<file path="config.mk">
export PLATFORM = sky130hd
export DESIGN_NAME = tpu_tile_scheduler
export DESIGN_NICKNAME = d
export VERILOG_FILES = /design/src/rtl/tpu_pkg.sv /design/src/rtl/tpu_tile_counter.sv /design/src/rtl/tpu_tile_scheduler.sv
export SDC_FILE = /design/constraint.sdc
export NUM_CORES = 1
export LEC_CHECK = 0
export BUFFER_PORTS_ARGS = -buffer_cell sky130_fd_sc_hd__buf_2
export CAP_MARGIN = 10
export CORE_ASPECT_RATIO = 1.25
export CORE_MARGIN = 8
export CORE_UTILIZATION = 40
export CTS_BUF_LIST = sky130_fd_sc_hd__clkbuf_8
export DETAILED_ROUTE_END_ITERATION = 16
export SYNTH_ARGS = -nofsm -noshare
export SYNTH_HDL_FRONTEND = slang
export SYNTH_SLANG_ARGS = --single-unit
export TNS_END_PERCENT = 5
</file>
<file path="constraint.sdc">
create_clock -name clk -period 2.8 [get_ports clk]
set_clock_uncertainty 0.2 [all_clocks]
set_input_delay 0.42 -clock clk [delete_from_list [all_inputs] [get_ports clk]]
set_output_delay 0.42 -clock clk [all_outputs]
set_load 0.01 [all_outputs]
</file>
<file path="src/rtl/tpu_pkg.sv">
// Shared definitions for the TPU tile scheduler.
//   TILE      : systolic array edge length (only 4 is supported)
//   ADDR_BITS : global buffer index width
//   TCNT_W    : tile-count width, holds 1..64
//   state_t   : scheduler state encoding
package tpu_pkg;

   localparam int unsigned TILE      = 4;
   localparam int unsigned ADDR_BITS = 16;
   localparam int unsigned TCNT_W    = 7;

   typedef enum logic [2:0] {
      StIdle,
      StSetup,
      StIssue,
      StWait,
      StWrite,
      StDone
   } state_t;

endpackage

</file>
<file path="src/rtl/tpu_tile_counter.sv">
// Nested tile counters: n_tile is the inner loop, m_tile the outer loop.
//   i_clk, i_rst_n : clock, asynchronous active-low reset
//   i_clear        : restart both counters at tile (0,0)
//   i_advance      : step to the next tile in row-major order
//   i_tiles_m/n    : tile counts of the current job (1..64)
//   o_n_last       : current n_tile is the last column of tiles
//   o_last         : current tile is the final tile of the job
module tpu_tile_counter
   import tpu_pkg::*;
(
   input  logic              i_clk,
   input  logic              i_rst_n,
   input  logic              i_clear,
   input  logic              i_advance,
   input  logic [TCNT_W-1:0] i_tiles_m,
   input  logic [TCNT_W-1:0] i_tiles_n,
   output logic              o_n_last,
   output logic              o_last
);

   logic [TCNT_W-1:0] r_m_tile;
   logic [TCNT_W-1:0] r_n_tile;
   logic              w_m_last;

   assign o_n_last = (r_n_tile == i_tiles_n - TCNT_W'(1));
   assign w_m_last = (r_m_tile == i_tiles_m - TCNT_W'(1));
   assign o_last   = o_n_last && w_m_last;

   always_ff @(posedge i_clk or negedge i_rst_n) begin
      if (!i_rst_n) begin
         r_m_tile <= '0;
         r_n_tile <= '0;
      end else if (i_clear) begin
         r_m_tile <= '0;
         r_n_tile <= '0;
      end else if (i_advance) begin
         if (o_n_last) begin
            r_n_tile <= '0;
            r_m_tile <= r_m_tile + TCNT_W'(1);
         end else begin
            r_n_tile <= r_n_tile + TCNT_W'(1);
         end
      end
   end

endmodule

</file>
<file path="src/rtl/tpu_tile_scheduler.sv">
// Tile scheduler for a TILE x TILE systolic array: walks the C = A*B job
// tile by tile, launches each tile, then streams its four local C rows
// back to the global buffer.
//   clk, rst_n          : clock, asynchronous active-low reset
//   in_valid, K, M, N   : job request and dimensions (A is MxK, B is KxN)
//   busy, done          : job in progress / one-cycle end-of-job pulse
//   sa_start            : one-cycle tile launch pulse
//   sa_a_base/b_base    : A/B base indices of the current tile
//   sa_k_len            : accumulation depth (latched K)
//   sa_done             : tile-complete pulse from the array
//   C_wr_en, C_index    : C write strobe and index
//   c_row_sel           : local C row driving the write data
module tpu_tile_scheduler #(
   parameter int unsigned TILE      = tpu_pkg::TILE,
   parameter int unsigned ADDR_BITS = tpu_pkg::ADDR_BITS
) (
   input  logic                 clk,
   input  logic                 rst_n,
   input  logic                 in_valid,
   input  logic [7:0]           K,
   input  logic [7:0]           M,
   input  logic [7:0]           N,
   output logic                 busy,
   output logic                 done,
   output logic                 sa_start,
   output logic [ADDR_BITS-1:0] sa_a_base,
   output logic [ADDR_BITS-1:0] sa_b_base,
   output logic [7:0]           sa_k_len,
   input  logic                 sa_done,
   output logic                 C_wr_en,
   output logic [ADDR_BITS-1:0] C_index,
   output logic [1:0]           c_row_sel
);

   import tpu_pkg::*;

   localparam int unsigned TILE_SH = $clog2(TILE);

   state_t               r_state;
   logic [7:0]           r_k;
   logic [7:0]           r_m;
   logic [7:0]           r_n;
   logic [TCNT_W-1:0]    r_tiles_m;
   logic [TCNT_W-1:0]    r_tiles_n;
   logic [9:0]           r_m_row;        // m_tile * TILE
   logic [ADDR_BITS-1:0] r_c_row_base;   // m_tile * TILE * tiles_N
   logic [ADDR_BITS-1:0] r_c_tile_base;  // r_c_row_base + n_tile

   logic                 w_n_last;
   logic                 w_last;
   logic                 w_clear;
   logic                 w_advance;
   logic                 w_zero_dim;
   logic                 w_last_row;
   logic [TCNT_W-1:0]    w_tiles_m;
   logic [TCNT_W-1:0]    w_tiles_n;
   logic [9:0]           w_next_row;
   logic [ADDR_BITS-1:0] w_tn_step;
   logic [ADDR_BITS-1:0] w_tn_row_step;

   assign w_tiles_m     = TCNT_W'((9'(r_m) + 9'(TILE - 1)) >> TILE_SH);
   assign w_tiles_n     = TCNT_W'((9'(r_n) + 9'(TILE - 1)) >> TILE_SH);
   assign w_zero_dim    = (r_k == 8'd0) || (r_m == 8'd0) || (r_n == 8'd0);
   assign w_last_row    = (c_row_sel == 2'd3);
   assign w_next_row    = r_m_row + 10'(c_row_sel) + 10'd1;
   assign w_tn_step     = ADDR_BITS'(r_tiles_n);
   assign w_tn_row_step = w_tn_step << TILE_SH;

   assign w_clear   = (r_state == StSetup);
   assign w_advance = (r_state == StWrite) && w_last_row && !w_last;

   tpu_tile_counter u_tile_counter (
      .i_clk     (clk),
      .i_rst_n   (rst_n),
      .i_clear   (w_clear),
      .i_advance (w_advance),
      .i_tiles_m (r_tiles_m),
      .i_tiles_n (r_tiles_n),
      .o_n_last  (w_n_last),
      .o_last    (w_last)
   );

   always_ff @(posedge clk or negedge rst_n) begin
      if (!rst_n) begin
         r_state       <= StIdle;
         r_k           <= '0;
         r_m           <= '0;
         r_n           <= '0;
         r_tiles_m     <= '0;
         r_tiles_n     <= '0;
         r_m_row       <= '0;
         r_c_row_base  <= '0;
         r_c_tile_base <= '0;
         busy          <= 1'b0;
         done          <= 1'b0;
         sa_start      <= 1'b0;
         sa_a_base     <= '0;
         sa_b_base     <= '0;
         sa_k_len      <= '0;
         C_wr_en       <= 1'b0;
         C_index       <= '0;
         c_row_sel     <= '0;
      end else begin
         sa_start <= 1'b0;
         done     <= 1'b0;
         case (r_state)
            StIdle: begin
               if (in_valid) begin
                  r_k     <= K;
                  r_m     <= M;
                  r_n     <= N;
                  busy    <= 1'b1;
                  r_state <= StSetup;
               end
            end
            StSetup: begin
               r_tiles_m <= w_tiles_m;
               r_tiles_n <= w_tiles_n;
               if (w_zero_dim) begin
                  busy    <= 1'b0;
                  done    <= 1'b1;
                  r_state <= StDone;
               end else begin
                  sa_start      <= 1'b1;
                  sa_a_base     <= '0;
                  sa_b_base     <= '0;
                  sa_k_len      <= r_k;
                  r_m_row       <= '0;
                  r_c_row_base  <= '0;
                  r_c_tile_base <= '0;
                  r_state       <= StIssue;
               end
            end
            StIssue: begin
               // sa_done sampled here belongs to no launched tile yet
               r_state <= StWait;
            end
            StWait: begin
               if (sa_done) begin
                  c_row_sel <= 2'd0;
                  C_index   <= r_c_tile_base;
                  C_wr_en   <= (r_m_row < 10'(r_m));
                  r_state   <= StWrite;
               end
            end
            StWrite: begin
               if (!w_last_row) begin
                  c_row_sel <= c_row_sel + 2'd1;
                  C_index   <= C_index + w_tn_step;
                  // rows past M in a ragged bottom tile still take a cycle
                  C_wr_en   <= (w_next_row < 10'(r_m));
               end else begin
                  C_wr_en <= 1'b0;
                  if (w_last) begin
                     busy    <= 1'b0;
                     done    <= 1'b1;
                     r_state <= StDone;
                  end else begin
                     sa_start <= 1'b1;
                     r_state  <= StIssue;
                     if (w_n_last) begin
                        sa_a_base     <= sa_a_base + ADDR_BITS'(r_k);
                        sa_b_base     <= '0;
                        r_m_row       <= r_m_row + 10'(TILE);
                        r_c_row_base  <= r_c_row_base + w_tn_row_step;
                        r_c_tile_base <= r_c_row_base + w_tn_row_step;
                     end else begin
                        sa_b_base     <= sa_b_base + ADDR_BITS'(r_k);
                        r_c_tile_base <= r_c_tile_base + ADDR_BITS'(1);
                     end
                  end
               end
            end
            StDone: begin
               r_state <= StIdle;
            end
            default: begin
               r_state <= StIdle;
            end
         endcase
      end
   end

endmodule

</file>
==> results of run 1 <==
-- cells in the mapped netlist (4+ instances only) --
cell type,n
a211oi_1,10
a21o_1,14
a21oi_1,66
a22o_1,22
a22oi_1,6
a31oi_1,29
and2_1,5
and3_1,18
buf_1,5
buf_2,17
clkbuf_1,29
dfrtp_1,155
fa_1,4
ha_1,51
inv_1,50
mux2_2,17
mux2i_1,6
nand2_1,131
nand2b_1,9
nand3_1,59
nand4_1,15
nor2_1,59
nor2b_1,7
nor3_1,21
nor3b_1,5
nor4_1,10
o2111ai_1,5
o211ai_1,6
o21a_1,7
o21ai_0,59
o21ai_1,4
o22a_1,4
o22ai_1,14
o2bb2ai_1,4
o31ai_1,11
o32ai_1,7
or2_2,6
or3_1,11
or4_1,6
xnor2_1,35
xor2_1,25
-- worst max-delay path by stage --
stage / from / end / slack, ns
4_1_cts: r_tiles_n[0] / r_c_row_base[13] / -0.02
2_1_floorplan: r_tiles_n[1] / r_c_row_base[9] / -0.02
6_report: r_tiles_n[0] / sa_b_base[12] / -0.02
3_3_place_gp: r_tiles_n[2] / u_tile_counter.r_m_tile[5] / -0.04
5_1_grt: r_tiles_n[0] / sa_a_base[8] / -0.1
3_5_place_dp: r_tiles_n[2] / sa_a_base[9] / -0.08
-- worst reg2reg max path, delay by kind of cell (launching register included) --
| family | cells | cell delay [ns] |
|---|---|---|
| AO/OA/AOI/OAI | 7 | 1.25 |
| buffers and inverters | 5 | 0.71 |
| flip-flops | 1 | 0.42 |
| adder cells (fa/ha/maj) | 1 | 0.16 |
-- report_power, final --
group,leakage (uW),switching [uW],internal [uW]
Sequential,0.00205,548,2740
Combinational,0.00339,2700,2070
Clock,0.000187,973,732
Total,0.00563,4220,5550
-- area by class of cell --
| type | instances | area share |
|---|---|---|
| clock buffer | 17 | 0.0190 |
| sequential | 155 | 0.314 |
| tap | 330 | 0.0334 |
| clock inverter | 15 | 0.0123 |
| inverter | 50 | 0.0152 |
| multi-input combinational | 823 | 0.470 |
| timing repair buffer | 223 | 0.136 |
-- cell families after synthesis --
kind of cell / count (synthesis) / synth area share
compound gates: 310 / 0.217
xor+xnor: 60 / 0.0541
fa+ha+maj: 55 / 0.0739
buf+inv: 102 / 0.0424
flops: 155 / 0.399
mux: 24 / 0.0270
simple gates: 374 / 0.186
-- flip-flops by register name (all words and copies together), names as in the netlist, 8 cells and up --
name           cells
sa_a_base         16
r_n                8
r_m_row            8
r_c_tile_base     16
r_m                8
sa_b_base         16
r_c_row_base      14
r_k                8
C_index           16
sa_k_len           8
-- layer usage --
metal	global-route usage	routed length, um	part of all wire
met1	0.234	12600	0.44
met3	0.0417	1320	0.046
met5	0	0	0
met4	0.0666	499	0.018
met2	0.318	14000	0.49
-- stage by stage --
stage / hold slack, ns / std cells / util
3_3_place_gp: 0.179 / 1535 / 0.462
5_1_grt: 0.133 / 1613 / 0.511
3_5_place_dp: 0.179 / 1535 / 0.462
4_1_cts: 0.110 / 1592 / 0.489
2_1_floorplan: -0.0756 / 1080 / -
6_report: 0.143 / 1613 / 0.511
-- timing repair --
item,4_1_cts,5_1_grt
endpoints found under the setup margin,57,88
setup buffers,0,19
pin swaps,5,42
resized for setup,7,69
gates cloned,0,2
hold buffers,25,0
hold endpoints to repair,65,0
==> impl_metrics.toml, run 1 <==
[timing]
period_share = 1.01
setup_ws_ns = -0.0184
finalSetupViolCount = 3
drv_slew = 0
rsz0062_at_grt = "yes"
min_period_ns = 2.82
tightest_slew_ns = 0.532
finalSetupTns_ns = -0.0460
max_freq_mhz = 355
max_slew_margin = 0.644
hold_violations = 0

[run_status]
violations = "negative setup slack"
outcome = "complete, but fails checks"

[detailed_routing]
finalWirelength_um = 28500
drt-wirelength-per-cell_um = 17.6
ant_nets = 0
drtIter0Drc = 647
vias = 8967
drc_errors = 0
vias_per_cell = 5.56
dr.pass1.iters = 5

[setup_path]
cp_max_fo = 13
worst-setup-path-type = "reg -> reg"
slowest_delay_ns = 0.42
reg2reg_depth = 13
worstPathArrival_ns = 3.01
rr_endpoint = "sa_b_base[12]"
r2r_slack_ns = -0.02
crit_required_ns = 3.00
crit_chain = "inv_2 > ha_4 > o21ba_4 > o211a_1 > a2111oi_4 > buf_4 > o31ai_4 > buf_6 > buf_12 > buf_8 > a31oi_1 > a21oi_1 > o22ai_1"
start_kind = "flop"
critPathSlowestCell = "dfrtp_1"
cp.depth = 13
end_kind = "flop"
path_buf_inv = 5
rr_startpoint = "r_tiles_n[0]"
path_delay_family = "compound AO/OA/AOI/OAI gates"

[power_and_ir_drop]
p_leak_uw = 0.00563
p_per_area_mw_per_mm2 = 791
ir_worst_vdd_uv = 536
power_uw = 9770

[yosys]
ys_top_cells_by_area = "dfrtp_1 (40%), ha_1 (6.6%), nand2_1 (5.1%)"
synth_cell_type_count = 76
syn_area_per_cell_um2 = 9.00
ys_seq_area_frac = 0.399
netlist_area_mm2 = 0.00972
ys_seq_elements = 155
yosys.area.top_type = "dfrtp_1"
ys_warn_count = 0
netlist_instances = 1080
syn_nets = 1163
synth-edff-count = 0
synth_top_area_frac = 0.399
async_reset_ff_frac = 1.00
synth_ff_type = "dfrtp_1"

[cts]
cts-buffers-inserted = 17
clk_pin_slew_ns = 0.09
clockRootBuffer = "clkbuf_8"
htree_levels = 4
cts_max_path_buffers = 2
clock_sinks = 155
insertion_delay_ns = 0.48
cts_tree = "done"

[min_path]
min_path_type = "in -> reg"
holdPathStages = 3
hp-start = "sa_done"
holdPathEnd = "r_state[0]"

[floorplanning]
die-area_mm2 = 0.0296
core-area_mm2 = 0.0242
rows = 64
die_h_um = 190
start_util = 0.402
die_w_um = 155
ios = 90

[placement]
gp_congestion = 0.888
place_area_mm2 = 0.0112
port_buffers = 89
dp_slack_ns = -0.0783
dpl.hpwl_um = 20300

[final_layout]
register_area_mm2 = 0.00388
layout_common_cells = "dfrtp_1 (152), nand2_1 (131), buf_2 (89), buf_4 (89), a21oi_1 (60)"
final_cell_area_mm2 = 0.0123
fin_nets = 1353
drive_gt1_frac = 0.247
multi_input_area_mm2 = 0.00580
n_fill_cell = 2313
layout_commonest_cell = "dfrtp_1"
synthToLayoutAreaGrowth_pct = 27.0
diodes = 0

[grt]
grt_pass1_vias = 8634
grt_pass1_wl_um = 45000
grt_max_degree = 60
antenna_found_initial = 0
grt-ovfl-total = 0
track_usage = 0.189

[run]
maxCapViolCount = 0
(Power assumes the default switching activity.)
==> inputs of run 2 (changes only) <==
==> constraint.sdc (replaced) <==
create_clock -name clk -period 3.18 [get_ports clk]
set_clock_uncertainty 0.2 [all_clocks]
set_input_delay 0.477 -clock clk [delete_from_list [all_inputs] [get_ports clk]]
set_output_delay 0.477 -clock clk [all_outputs]
set_load 0.01 [all_outputs]
==> impl_metrics.toml, run 2 (synthesis gave the netlist of run 1 again) <==
[timing]
hold_violations = 0
period_share = 0.961
drv_slew = 0
tightest_slew_ns = 0.678
max_slew_margin = 0.547
finalSetupTns_ns = 0
finalSetupViolCount = 0
rsz0062_at_grt = "yes"
min_period_ns = 3.05
max_freq_mhz = 327

[setup_path]
r2r_slack_ns = 0.13
worst-setup-path-type = "reg -> reg"
start_kind = "flop"
worstPathArrival_ns = 3.26
reg2reg_depth = 9
crit_required_ns = 3.39
cp_max_fo = 11
end_kind = "flop"
rr_startpoint = "r_tiles_n[1]"
critPathLaunch = "r_tiles_n[1]"
rr_endpoint = "u_tile_counter.r_n_tile[6]"

[cts]
cts_setup_buffers = 0
insertion_delay_ns = 0.48
clk_pin_slew_ns = 0.09
clock_sinks = 155
htree_levels = 4
clockRootBuffer = "clkbuf_8"
cts-buffers-inserted = 17
cts_max_path_buffers = 2
cts_tree = "done"

[grt]
grt-ovfl-total = 0
grt-busiest-layer = "met2"
use_met2 = 0.324
grtUsageMet3 = 0.0395
grt_pass1_wl_um = 45000
track_usage = 0.190
antenna_found_initial = 0
grt_max_degree = 65
grt_pass1_vias = 8811
met1_usage = 0.228

[final_layout]
layout_common_cells = "dfrtp_1 (154), nand2_1 (131), buf_2 (88)"
synthToLayoutAreaGrowth_pct = 16.9
multi_input_area_mm2 = 0.00550
layout_commonest_cell = "dfrtp_1"
register_area_mm2 = 0.00388
finalNonFillerCells = 1539
diodes = 0
n_fill_cell = 2413
fin_util = 0.470
drive_gt1_frac = 0.172
fin_nets = 1279

[run_status]
outcome = "finished, final reports clean"

[floorplanning]
ios = 90
die_w_um = 155
die_h_um = 190
die-area_mm2 = 0.0296
start_util = 0.402
rows = 64
core-area_mm2 = 0.0242

[placement]
port_buffers = 89
gp_congestion = 0.893
dpl.hpwl_um = 19700
dp_cells = 1493

[run]
maxCapViolCount = 0

[detailed_routing]
drtIter0Drc = 527
ant_nets = 0
dr.pass1.iters = 5
vias_per_cell = 5.63
drt-wirelength-per-cell_um = 17.8
finalWirelength_um = 27300
vias = 8661
drc_errors = 0

[min_path]
holdPathStages = 2
hp-start = "N[4]"
holdPathEnd = "r_n[4]"
min_path_type = "in -> reg"

[power_and_ir_drop]
p_leak_uw = 0.00519
ir_worst_vdd_uv = 458
power_uw = 8130
p_per_area_mw_per_mm2 = 716
## run 2: cell types whose count changed in the layout (fill, tap and decap cells not counted), sizes merged
cell and delta:
buf -62, dlygate4sd3 -11, clkbuf -1
## run 2: through the flow
| stage | setup slack [ns] | hold slack [ns] | area, um2 |
|---|---|---|---|
| after floorplan | 0.161 | -0.0186 | 9720 |
| after global placement | 0.108 | 0.258 | 10800 |
| after detailed placement | 0.0599 | 0.261 | 10800 |
| after CTS | 0.0277 | 0.00198 | 11300 |
| after global routing | -0.00314 | 0.00616 | 11400 |
| final | 0.125 | 0.0315 | 11400 |
## run 2: power breakdown
group	leakage (uW)	internal [uW]	switching, uW
combinational	0.00295	1540	2140
sequential	0.00206	2410	531
clock	0.000187	645	867
total	0.00519	4600	3540
## run 2: worst max path at each step
stage / end / slack, ns / cells past startpoint
finish: u_tile_counter.r_n_tile[6] / 0.13 / 9
global route: u_tile_counter.r_m_tile[2] / -0.003 / 10
CTS: r_c_tile_base[7] / 0.03 / 10
detailed placement: r_c_tile_base[7] / 0.06 / 10
global placement: r_c_tile_base[7] / 0.11 / 10
floorplan: r_c_tile_base[8] / 0.16 / 10
## run 2: area by class of cell
| type | instances | share of cell area |
|---|---|---|
| Multi-Input combinational cell | 823 | 0.484 |
| Sequential cell | 155 | 0.342 |
| Timing Repair Buffer | 149 | 0.0880 |
| Tap cell | 330 | 0.0363 |
| Clock buffer | 17 | 0.0206 |
| Inverter | 50 | 0.0165 |
| Clock inverter | 15 | 0.0133 |
## run 2: timing repair
action | 4_1_cts | 5_1_grt
hold buffers | 14 | 0
endpoints found under the setup margin | 0 | 60
gates resized for setup | 0 | 6
endpoints found under the hold margin | 74 | 0
## run 2: layer usage
metal  up-vias  share of wire
li1       4210              -
met1      4207           0.43
met4         0          0.025
met3        37          0.044
met2       207           0.50
met5         -              0
## run 2: worst max-delay path, cell delays in order (launching register included)
cell and delay, ns:
dfrtp_1 0.39, inv_1 0.08, ha_1 0.24, o21ba_2 0.18, o211a_1 0.25, a2111o_1 0.46, a31oi_4 0.42, o21ai_2 0.28
or3_1 0.42, nand3_1 0.08
==> inputs of run 3 (changes only) <==
--- a/config.mk
+++ b/config.mk
@@ -11,8 +11,10 @@
 export CORE_MARGIN = 8
 export CORE_UTILIZATION = 40
 export CTS_BUF_LIST = sky130_fd_sc_hd__clkbuf_8
+export CTS_CLUSTER_SIZE = 20
 export DETAILED_ROUTE_END_ITERATION = 16
 export SYNTH_ARGS = -nofsm -noshare
 export SYNTH_HDL_FRONTEND = slang
+export SYNTH_HIERARCHICAL = 1
 export SYNTH_SLANG_ARGS = --single-unit
 export TNS_END_PERCENT = 5
==> impl_metrics.toml, run 3 <==
[final_layout]
synthToLayoutAreaGrowth_pct = 15.3
fin_nets = 1203
layout_common_cells = "dfrtp_1 (153), nand2_1 (122), buf_2 (88)"
final_cell_area_mm2 = 0.0111
multi_input_area_mm2 = 0.00546
register_area_mm2 = 0.00388
diodes = 0
layout_commonest_cell = "dfrtp_1"
drive_gt1_frac = 0.196
n_fill_cell = 2270

[power_and_ir_drop]
p_per_area_mw_per_mm2 = 711
p_leak_uw = 0.00511
power_uw = 7920
ir_worst_vdd_uv = 408

[cts]
htree_levels = 4
clockRootBuffer = "clkbuf_8"
cts_max_path_buffers = 2
clk_pin_slew_ns = 0.09
clock_sinks = 155
cts_tree = "done"
insertion_delay_ns = 0.46
cts-buffers-inserted = 17

[yosys]
netlist_area_mm2 = 0.00965
synth_cell_type_count = 89
synth_ff_type = "dfrtp_1"
syn_area_per_cell_um2 = 9.50
ys_seq_elements = 155
ys_warn_count = 6
syn_nets = 1099
synth_top_area_frac = 0.402
yosys.area.top_type = "dfrtp_1"
netlist_instances = 1016
synth.most_common_cell = "dfrtp_1"
synth_common_cells = "dfrtp_1 (155), nand2_1 (122), o21ai_0 (58)"
async_reset_ff_frac = 1.00
ys_seq_area_frac = 0.402
synth-edff-count = 0
ys_top_cells_by_area = "dfrtp_1 (40%), ha_1 (6.6%), nand2_1 (4.7%)"

[placement]
gp_congestion = 0.887
dpl.hpwl_um = 19200
port_buffers = 89
dp_slack_ns = 0.0796
place_area_mm2 = 0.0107

[grt]
track_usage = 0.182
grt-ovfl-total = 0
grt_pass1_wl_um = 43400
grt_max_degree = 64
antenna_found_initial = 1
grt_pass1_vias = 8330

[timing]
setup_ws_ns = 0.111
hold_violations = 0
finalSetupTns_ns = 0
finalSetupViolCount = 0
whs_ns = 0.0219
max_slew_margin = 0.553
tightest_slew_ns = 0.665
min_period_ns = 3.07
period_share = 0.965
max_freq_mhz = 326
drv_slew = 0
rsz0062_at_grt = "yes"

[min_path]
min_path_type = "in -> reg"
holdPathStages = 3
holdPathEnd = "r_m[5]"
hp-start = "M[5]"

[detailed_routing]
drc_errors = 0
highest-signal-layer = "met4"
drt-wirelength-per-cell_um = 18.0
vias = 8227
finalWirelength_um = 26300
drtIter0Drc = 491
ant_nets = 0
dr.pass1.iters = 5
met1Wirelength_um = 11800
wl_met2_um = 12800
vias_per_cell = 5.64
wl_met3_um = 1240

[setup_path]
worstPathArrival_ns = 3.26
r2r_slack_ns = 0.11
reg2reg_depth = 12
cp_max_fo = 13
end_kind = "flop"
crit_required_ns = 3.37
worst-setup-path-type = "reg -> reg"
rr_startpoint = "r_tiles_n[3]"
rr_endpoint = "u_tile_counter/r_m_tile[5]"
start_kind = "flop"

[floorplanning]
die_w_um = 155
start_util = 0.407
die-area_mm2 = 0.0294
rows = 63
ios = 90
core-area_mm2 = 0.0237
die_h_um = 190

[run]
maxCapViolCount = 0

[run_status]
outcome = "finished, final reports clean"
[run 3: changes by cell type in the layout (fill, tap and decap cells not counted), sizes merged, moves of 6 or more]
cell / delta
xnor2: +6
nand2: -8
dlygate4sd3: -13
o211ai: +18
inv: -24
and3: -10
nor2: -11
nand3: -9
and4: +6
a211oi: +9
or4: +12
a21oi: -31
a31oi: -17
o32ai: -6
[run 3: cells by family (layout without fill, tap and decap cells)]
group | Yosys count | count (layout) | synth area share
AOI/OAI and AO/OA | 271 | 271 | 0.200
buffers and inverters | 80 | 197 | 0.0390
and+or+nand+nor | 363 | 363 | 0.194
muxes | 27 | 27 | 0.0305
xor gates and xnor gates | 65 | 65 | 0.0604
adders and majority gates | 55 | 55 | 0.0744
DFF | 155 | 155 | 0.402
[run 3: worst max path at each step]
stage                  from                          to  cells past startpoint
2_1_floorplan  r_tiles_n[1]  u_tile_counter/r_m_tile[2]                     17
3_3_place_gp   r_tiles_n[1]                  r_m_row[4]                     14
3_5_place_dp   r_tiles_n[2]  u_tile_counter/r_m_tile[5]                     12
4_1_cts        r_tiles_n[1]            r_c_row_base[11]                     14
5_1_grt        r_tiles_n[3]  u_tile_counter/r_m_tile[6]                     12
6_report       r_tiles_n[3]  u_tile_counter/r_m_tile[5]                     12
[run 3: worst max-delay path, cell delays in order (launching register included)]
cell,delay (ns)
dfrtp_1,0.38
buf_4,0.17
and3b_2,0.19
o21ai_0,0.29
a311oi_4,0.17
o21a_1,0.16
and3_4,0.17
inv_2,0.08
nand2b_4,0.07
inv_6,0.12
o211ai_2,0.25
or4_1,0.58
a21oi_1,0.15
[run 3: metal layers]
| layer | vias up | GRT usage |
|---|---|---|
| met3 | 32 | 0.0359 |
| met2 | 182 | 0.311 |
| met4 | 0 | 0.0487 |
| met5 | - | 0 |
| li1 | 4004 | - |
| met1 | 4009 | 0.231 |
[run 3: where the power goes]
group | switching, uW | internal [uW]
clock | 795 | 824
combinational | 1930 | 1420
sequential | 559 | 2390
total | 3290 | 4630
[run 3: timing repair]
action                                  4_1_cts  5_1_grt
hold buffers                                  1        0
endpoints found under the setup margin        0       25
buffers inserted                              0        1
endpoints found under the hold margin        60        0
gates resized for setup                       0        5
[run 3: cell type report]
type / instances / share of cell area
clock buffer: 19 / 0.0235
clock inverter: 13 / 0.0149
inverter: 33 / 0.0116
multi-input combinational: 781 / 0.490
sequential: 155 / 0.349
tap: 325 / 0.0365
timing repair buffer: 132 / 0.0746
[run 3: stage by stage]
step           std cells  utilization
3_5_place_dp        1424        0.449
5_1_grt             1458        0.469
3_3_place_gp        1424        0.449
2_1_floorplan       1016            -
6_report            1458        0.469
4_1_cts             1457        0.468
